**src/rtl/piano_pkg.sv**
```systemverilog
// piano_pkg: shared constants and types for the piano datapath.
//   NKEYS               - number of keys (shared with divider and mixer)
//   DEB_CYCLES_DEFAULT  - default debounce window in clk cycles (1 ms at 50 MHz)
//   key_state_e         - per-key debounce FSM state
//   popcount_keys()     - number of set bits in a key vector (0..NKEYS)
package piano_pkg;

  localparam int NKEYS = 8;
  localparam int unsigned DEB_CYCLES_DEFAULT = 50000;

  typedef enum logic [1:0] {
    IDLE         = 2'd0,
    PRESS_WAIT   = 2'd1,
    HELD         = 2'd2,
    RELEASE_WAIT = 2'd3
  } key_state_e;

  // 4-bit result covers 0..8 with no wrap.
  function automatic logic [3:0] popcount_keys(input logic [NKEYS-1:0] v);
    logic [3:0] sum;
    sum = 4'd0;
    for (int i = 0; i < NKEYS; i++) begin
      sum = sum + 4'(v[i]);
    end
    return sum;
  endfunction

endpackage

```
**src/rtl/key_debounce_cell.sv**
```systemverilog
// key_debounce_cell: one key's 2-flop synchronizer, debounce FSM and counter.
// Ports:
//   clk      - system clock, rising edge
//   rst      - synchronous active-high reset
//   t_i      - raw asynchronous key input, 1 = pressed
//   held_o   - debounced state, 1 in HELD and RELEASE_WAIT
//   rise_o   - high while the FSM will move PRESS_WAIT->HELD on the next edge
//   fall_o   - high while the FSM will move RELEASE_WAIT->IDLE on the next edge
//   state_o  - current FSM state (debug visibility)
// rise_o/fall_o are next-edge indications so the parent can register its
// chord, count and strobes on the very edge the key commits.
module key_debounce_cell
  import piano_pkg::*;
#(
  parameter int unsigned DEB_CYCLES = DEB_CYCLES_DEFAULT
) (
  input  logic       clk,
  input  logic       rst,
  input  logic       t_i,
  output logic       held_o,
  output logic       rise_o,
  output logic       fall_o,
  output key_state_e state_o
);

  localparam int CNT_W = $clog2(DEB_CYCLES);
  localparam logic [CNT_W-1:0] CNT_LAST = CNT_W'(DEB_CYCLES - 1);

  logic             s1_q, s2_q;
  key_state_e       state_q, state_d;
  logic [CNT_W-1:0] cnt_q, cnt_d;

  always_comb begin
    state_d = state_q;
    cnt_d   = cnt_q;
    case (state_q)
      IDLE: begin
        if (s2_q) begin
          state_d = PRESS_WAIT;
          cnt_d   = '0;
        end
      end
      PRESS_WAIT: begin
        if (!s2_q)                state_d = IDLE;
        else if (cnt_q == CNT_LAST) state_d = HELD;
        else                      cnt_d = cnt_q + CNT_W'(1);
      end
      HELD: begin
        if (!s2_q) begin
          state_d = RELEASE_WAIT;
          cnt_d   = '0;
        end
      end
      RELEASE_WAIT: begin
        if (s2_q)                   state_d = HELD;
        else if (cnt_q == CNT_LAST) state_d = IDLE;
        else                        cnt_d = cnt_q + CNT_W'(1);
      end
      default: state_d = IDLE;
    endcase
  end

  always_ff @(posedge clk) begin
    if (rst) begin
      s1_q    <= 1'b0;
      s2_q    <= 1'b0;
      state_q <= IDLE;
      cnt_q   <= '0;
    end else begin
      s1_q    <= t_i;
      s2_q    <= s1_q;
      state_q <= state_d;
      cnt_q   <= cnt_d;
    end
  end

  assign held_o  = (state_q == HELD) || (state_q == RELEASE_WAIT);
  assign rise_o  = (state_q == PRESS_WAIT) && (state_d == HELD);
  assign fall_o  = (state_q == RELEASE_WAIT) && (state_d == IDLE);
  assign state_o = state_q;

endmodule

```
**src/rtl/key_scanner.sv**
```systemverilog
// key_scanner: debounces NKEYS raw key inputs into a stable chord vector.
// Ports:
//   clk          - system clock, rising edge
//   rst          - synchronous active-high reset
//   t            - raw key inputs, bit i = key i, 1 = pressed
//   chord        - debounced key state, 1 = held
//   key_count    - number of held keys, 0..8
//   chord_valid  - strobe: high for one cycle, on the first cycle chord shows a
//                  new value; several keys committing together give one strobe.
//                  There is no back-pressure; consumers must take it that cycle.
//   note_on      - per-key press strobe    (only with KEY_SCANNER_EVENT_EN)
//   note_off     - per-key release strobe  (only with KEY_SCANNER_EVENT_EN)
// Optional feature macro: KEY_SCANNER_EVENT_EN.
module key_scanner
  import piano_pkg::*;
#(
  parameter int unsigned DEB_CYCLES = DEB_CYCLES_DEFAULT
) (
  input  logic             clk,
  input  logic             rst,
  input  logic [NKEYS-1:0] t,
  output logic [NKEYS-1:0] chord,
  output logic [3:0]       key_count,
  output logic             chord_valid
`ifdef KEY_SCANNER_EVENT_EN
  ,
  output logic [NKEYS-1:0] note_on,
  output logic [NKEYS-1:0] note_off
`endif
);

  logic [NKEYS-1:0] held, rise, fall;
  key_state_e       key_state [NKEYS];

  for (genvar i = 0; i < NKEYS; i++) begin : g_key
    key_debounce_cell #(.DEB_CYCLES(DEB_CYCLES)) u_cell (
      .clk    (clk),
      .rst    (rst),
      .t_i    (t[i]),
      .held_o (held[i]),
      .rise_o (rise[i]),
      .fall_o (fall[i]),
      .state_o(key_state[i])
    );

    held_matches_state: assert property (@(posedge clk) disable iff (rst)
      held[i] == ((key_state[i] == HELD) || (key_state[i] == RELEASE_WAIT)));
  end

  logic [NKEYS-1:0] chord_q, chord_d;
  logic [3:0]       key_count_q;
  logic             chord_valid_q;

  // Next-edge chord: keys about to commit flip, everything else follows held.
  always_comb begin
    chord_d = (held | rise) & ~fall;
  end

  always_ff @(posedge clk) begin
    if (rst) begin
      chord_q       <= '0;
      key_count_q   <= 4'd0;
      chord_valid_q <= 1'b0;
    end else begin
      chord_q       <= chord_d;
      key_count_q   <= popcount_keys(chord_d);
      chord_valid_q <= (chord_d != chord_q);
    end
  end

  assign chord       = chord_q;
  assign key_count   = key_count_q;
  assign chord_valid = chord_valid_q;

`ifdef KEY_SCANNER_EVENT_EN
  logic [NKEYS-1:0] note_on_q, note_off_q;

  always_ff @(posedge clk) begin
    if (rst) begin
      note_on_q  <= '0;
      note_off_q <= '0;
    end else begin
      note_on_q  <= rise;
      note_off_q <= fall;
    end
  end

  assign note_on  = note_on_q;
  assign note_off = note_off_q;
`endif

endmodule

```
**config.mk**
```make
export PLATFORM = sky130hd
export DESIGN_NAME = key_scanner
export DESIGN_NICKNAME = d
export VERILOG_FILES = /design/src/rtl/piano_pkg.sv /design/src/rtl/key_debounce_cell.sv /design/src/rtl/key_scanner.sv
export SDC_FILE = /design/constraint.sdc
export NUM_CORES = 1
export LEC_CHECK = 0
export BUFFER_PORTS_ARGS = -buffer_cell sky130_fd_sc_hd__buf_2
export CORE_AREA = 2 2 119 121
export CTS_BUF_LIST = sky130_fd_sc_hd__clkbuf_4 sky130_fd_sc_hd__clkbuf_8
export DETAILED_ROUTE_END_ITERATION = 16
export DIE_AREA = 0 0 121 123
export PLACE_DENSITY = 0.84
export REMOVE_ABC_BUFFERS = 1
export SLEW_MARGIN = 20
export SYNTH_ARGS = -nofsm -noshare
export SYNTH_HDL_FRONTEND = slang
export SYNTH_SLANG_ARGS = --single-unit
```
**constraint.sdc**
```tcl
create_clock -name clk -period 3.8 [get_ports clk]
set_input_delay 0.19 -clock clk [delete_from_list [all_inputs] [get_ports clk]]
set_output_delay 0.19 -clock clk [all_outputs]
set_load 0.01 [all_outputs]
```
Word-level counts from Yosys, hierarchy flattened. Cells that the tools add are included.

Bitwise gates (word level): 3. Magnitude comparators: 0. Equal/unequal tests: 73. Muxes and demuxes: 104. $mul: 0. Add/subtract/negate cells: 15. Reduce and logical (&&, ||, !) cells: 48. Divide/modulo/power cells: 0. Shifts and indexed selects: 0.

Operators by type and width (number): 16-bit 2-to-1 mux (40); 16-bit one-hot mux with 4 select lines (8); 16-bit by 1-bit adder with 16-bit output, second input constant (8); 16-bit == test, second input constant (8); 2-bit 2-to-1 mux (48); 2-bit one-hot mux with 4 select lines (8); 2-bit == test, second input constant (24); 2-bit logical NOT (16); 2-bit by 1-bit inequality test with 1-bit output, second input constant (16); 2-bit inequality test, second input constant (16); 4-bit AND reduction (8); 4-bit by 1-bit adder with 4-bit output (4); 2-bit by 1-bit == test with 1-bit output, second input constant (8); 1-bit logical AND (16); 8-bit AND (1); 1-bit logical OR (8); 8-bit inequality test (1); 8-bit NOT (1); 8-bit OR (1); 3-bit by 1-bit adder with 4-bit output (1); 2-bit by 1-bit adder with 3-bit output (1); 1-bit by 1-bit adder with 2-bit output (1).

Latch bits: 0. Register bits: 173. Word-level logic and storage cells: 278. Memory bits (read-only): 0. Memories kept: 0. Memory bits (writable): 0. Input port bits: 10.

Depth between registers and ports, before layout.
Depth after elaboration: 15. Gate-level depth with buffers: 12. Depth with buffers taken out: 12.

By module. Synthesis repeated with hierarchy kept, for this count alone.

Cells, all modules: 985. Area total of the unflattened synthesis: 8674.6 um^2.

By module, submodules not included: key_debounce_cell (g_key[1].u_cell ...) (instances 6, area an instance 999.7 um^2, cells an instance 115); key_debounce_cell (g_key[7].u_cell) (instances 1, area an instance 1017.2 um^2, cells an instance 119); key_debounce_cell (g_key[0].u_cell) (instances 1, area an instance 978.4 um^2, cells an instance 115); key_scanner (instances 1, area an instance 680.7 um^2, cells an instance 61).

Worst setup path after synthesis. OpenSTA, ideal clock, no wires.

Path kind: reg2reg. From: reg g_key[3].u_cell.cnt_q[11]. To: reg key_count_q[2], in the netlist key_count[2]. Slack: 0.008 ns. Arrival time: 3.664 ns. Data required time: 3.672 ns. Stages on the path, launching flop included: 12. Clock period less this slack: 3.792 ns. Cells stage by stage: dfxtp_1 or4b_1 nor4_2 mux2i_1 fa_1 fa_1 fa_1 inv_1 ha_1 fa_1 xnor2_1 nor2_1.

Cells in the longest elaborated chain, start to end: 13. Elaborated cells between the ends (all ways): 18. Classes of those cells: add/sub: 5; eq/ne: 2; mux: 5; bitwise: 3; reduce/logical: 3.

Ends and longest elaborated chain: start, declared (RTL line key_debounce_cell.sv:31) `logic [CNT_W-1:0] cnt_q, cnt_d;`; start signal, assigned (RTL line key_debounce_cell.sv:73) `cnt_q <= cnt_d;`; 16-bit == test * (RTL line key_debounce_cell.sv:45, key_debounce_cell.sv:56); 2-bit 2-to-1 mux (on tied branches) (RTL line key_debounce_cell.sv:56, key_debounce_cell.sv:45); 2-bit 2-to-1 mux (on tied branches) (RTL line key_debounce_cell.sv:55, key_debounce_cell.sv:44); 2-bit one-hot mux with 4 select lines * (RTL line key_debounce_cell.sv:36) `case (state_q)`; 2-bit == test or 2-bit logical NOT (tied branches) (RTL line key_debounce_cell.sv:78, key_debounce_cell.sv:79); 1-bit logical AND (on tied branches) (RTL line key_debounce_cell.sv:78, key_debounce_cell.sv:79); 8-bit OR or 8-bit NOT (tied branches) (RTL line key_scanner.sv:56) `chord_d = (held | rise) & ~fall;`; 8-bit AND * (RTL line key_scanner.sv:56); 3-bit by 1-bit adder with 4-bit output * (RTL line piano_pkg.sv:23) `sum = sum + 4'(v[i]);`; 4-bit by 1-bit adder with 4-bit output * (4 in series) (RTL line piano_pkg.sv:23); end signal, assigned (RTL line key_scanner.sv:66) `key_count_q <= popcount_keys(chord_d);`; end, declared (RTL line key_scanner.sv:51) `logic [3:0] key_count_q;`.

Mark *: on every way between the ends. The rest lies on a longest branch, timed or not. A chain may end at the register's enable or synchronous reset.

Worst setup path in the final report.
From: reg g_key[3].u_cell.cnt_q[12]. To: reg key_count_q[1], in the netlist key_count[1].

The elaborated chain is that of the path after synthesis.

==> flow_summary.toml <==
[routing]
remaining_drc_errors = 0
drt_pass1_iterations = 4
wl_per_cell_um = 12.9
detailroute.via_count = 5883
drtIter0Drc = 290
postRouteWirelength_um = 14200
vias_per_cell = 5.35
drt.antenna.violating_nets = 0

[timing]
fmaxAchievable_ghz = 0.258
timing_worst_slew_pin_value_ns = 1.06
setup_violations = 2
drv_slew = 0
final_critical_path_setup_slack_ns = -0.0731
timing.final.hold_violations = 0
worst_slew_margin_rel_pct = 29.5
layout_worst_path_cycle_share_pct = 102
final.min_clock_period_ns = 3.87
hold-worst-slack_ns = 0.276
grt_setup_unrepaired = "yes"
clock_skew_ns = 0.00980

[cells_and_area]
diodes = 0
final_std_cell_area_no_fill_um2 = 8680
multi_input_area_um2 = 4100
nNetsFinal = 932
seq_area_um2 = 3460
finish.utilization_pct = 63.7
drive_above_1_share_pct = 11.8
syn_to_final_growth_pct = 12.8
count_of_filler_cells_inserted_in_the_layout = 1104

[global_routing]
grt_first_pass_wirelength_um = 24000
grt_start_max_net_pins = 43
antenna_found_initial = 0
globalRouteMet2Util_pct = 34.8
grt-busiest-layer = "met2"
grt_overflow = 0
groute.layer.met1.usage_pct = 24.0
grt_pass1_vias = 5502
groute.layer.met3.usage_pct = 4.80
grt_usage_pct = 20.0

[place]
io_buffer_count = 22
hpwlAfterDp_um = 9560
postPlaceCellArea_um2 = 8130
routability_driven_placement_congestion_ratio = 0.766

[worst_setup_path]
worst-endpoint-arrival_ns = 4.26
cp-end-kind = "flop"
worst_ep_required_time_ns = 4.19
criticalPathCategory = "flop to flop"
timing.critical_path.slowest_stage_cell = "fa_2"
timing.critical_path.from_type = "flop"
worst_path_largest_cell_delay_ns = 0.51
worst-path-buf-inv = 1
crit_family = "adder cells"
timing.critical_path.fanout_max = 2
timing.critical_path.cells = "nor4b_4 > nand3_2 > nor4_4 > mux2i_2 > fa_1 > fa_1 > fa_1 > inv_1 > ha_2 > fa_2 > nor2b_1"
timing.critical_path.mode_cell = "fa_1"

[yosys]
yosys_most_used_dff = "dfxtp_1"
synth.distinct_cells = 54
synth-xor-area-share_pct = 13.1
synth.yosys.warnings = 0
synth_sequential_area_ratio_pct = 45.0
synth-compound-area-share_pct = 6.85
synthSimpleGateAreaFrac_pct = 28.5
synthMostInstantiatedCell = "dfxtp_1"
ys_top_cells_by_area = "dfxtp_1, nor2_1, xor2_1, xnor2_1, nand3_1"
ys_seq_elements = 173
avgSynthCellArea_um2 = 9.07
ys_async_sr_fraction_pct = 0
syn_area_um2 = 7690
yosys.area.top_type = "dfxtp_1"
netlist_top_cells_count = "dfxtp_1, nor2_1, xor2_1, xnor2_1, nand2_1"
synth_fa_ha_area_share_pct = 2.83
post_synth_mux_area_share_pct = 1.45
main_combinational_cell_family_by_area_after_synthesis = "simple AND/OR/NAND/NOR gates"
netlist.area_leader.share_pct = 45.0
number_of_synthesized_flops_with_an_enable_pin = 0
netlist_instances = 848

[power]
max-vdd-ir-drop_mv = 0.290
switching_share_of_power_pct = 22.2
power_leakage_nw = 3.10
total_power_consumption_of_the_routed_design_mw = 3.21
cellPowerDensity_nw_per_um2 = 370
power.share.sequential_pct = 57.2
power.combinational.fraction_pct = 2.8
cellInternalPower_mw = 2.50
switching_power_mw = 0.712
clkPwrFrac_pct = 40.0

[floorplan]
dieWidth_um = 121
placementRows = 43
placeableCoreArea_um2 = 13600
initial_core_util_pct = 56.5
floorplan.die_area_um2 = 14900
num_io_pins = 23
die_height_um = 123

[clocking]
cts_max_level = 4
cts.clk_slew.worst_paths_ns = 0.09
clock_root_buffer = "clkbuf_8"
clock_latency_ns = 0.45
cts_sinks = 173
clock_buffer_depth = 2
cts_inserted_buffers = 17
cts_tree = "done"

[run_status]
failing_checks = "negative setup slack"
run_status = "finished, violations left"

[worst_hold_path]
min-delay-path-class = "primary input to flop"

[flow_run]
max_cap_violations = 0
stage by stage:
| stage | worst slack [ns] | setup TNS, ns | std cells |
|---|---|---|---|
| after floorplan | 0.0211 | 0 | 829 |
| after global placement | -0.176 | -0.311 | 1057 |
| after detailed placement | -0.198 | -0.354 | 1057 |
| after CTS | -0.152 | -0.280 | 1097 |
| after global routing | -0.212 | -0.381 | 1100 |
| final | -0.0731 | -0.107 | 1100 |
power by group through the flow:
stage | logic, mW | clock network, mW | registers, mW
floorplan | 0.0518 | 0 | 1.88
global placement | 0.0813 | 0 | 1.88
detailed placement | 0.0817 | 0 | 1.88
CTS | 0.0889 | 1.30 | 1.84
global route | 0.0994 | 1.39 | 1.84
finish | 0.0889 | 1.28 | 1.84
sequential cells by signal, indices dropped and copies added (netlist names):
signal,cells
g_key.u_cell.state_o,16
g_key.u_cell.cnt_q,128
key_count,4
chord_valid,1
g_key.u_cell.s1_q,8
g_key.u_cell.s2_q,8
chord,8
worst reg2reg max path, delay by kind of cell (launching register included):
family,cells,cell delay [ns]
flip-flops,1,0.34
multiplexers,1,0.34
adder cells (fa/ha/maj),5,2.13
buffers and inverters,1,0.05
AND/OR/NAND/NOR,4,0.95
area by class of cell:
class,instances,area share (%)
multi-input cells,636,47.3
flip-flops and latches,173,39.9
repair buffers,59,4.70
clock buffers,22,3.27
well taps,180,2.60
clock inverters,10,1.33
inverters,20,0.865
kinds of logic (layout without fill, tap and decap cells):
logic type | count (synthesis) | in the layout
adder cells (fa/ha/maj) | 15 | 15
AND/OR/NAND/NOR | 416 | 416
XOR/XNOR | 115 | 115
buffers and inverters | 39 | 111
AO/OA/AOI/OAI | 79 | 79
flip-flops | 173 | 173
multiplexers | 11 | 11
cells in the final DEF, fill, tap and decap left out, types with 4 or more instances in the layout:
cell type	netlist	layout
and2_1	4	4
and3_1	12	12
or3_1	22	22
dfxtp_1	173	172
a21oi_1	34	34
inv_1	20	20
xnor2_1	53	53
nor2b_1	31	31
nor4_1	8	8
and4_1	10	10
nand2b_1	12	12
xor2_1	62	62
clkbuf_8	0	19
nand4_1	30	30
buf_2	2	22
nor2_1	145	145
ha_1	11	10
buf_4	0	29
nand2_1	46	46
nand3_1	44	43
nand3b_1	4	4
o21ai_0	24	24
nor3_1	18	18
o21bai_1	6	4
dlygate4sd3_1	0	8
mux2i_1	10	8
metal layers:
metal | up-vias | share of wire [%]
li1 | 3036 | -
met1 | 2766 | 46
met2 | 64 | 49
met3 | 17 | 3.1
met4 | 0 | 1.5
met5 | - | 0
final timing paths:
path,start,endpoint,slack (ns),depth (start not counted)
max,g_key[3].u_cell.cnt_q[12],key_count[1],-0.07,11
max reg2reg,g_key[3].u_cell.cnt_q[12],key_count[1],-0.07,11
min reg2reg,g_key[2].u_cell.s1_q,g_key[2].u_cell.s2_q,0.45,1
min,rst,g_key[2].u_cell.state_o[0],0.28,2
what timing repair did:
action                     4_1_cts  5_1_grt
pin swaps                        3        4
setup endpoints to repair        2        2
resized for setup                5        4
hold endpoints to repair         8        0
hold buffers                     8        0
setup buffers                    0        3
No activity file was read; power rests on OpenSTA's default activity.
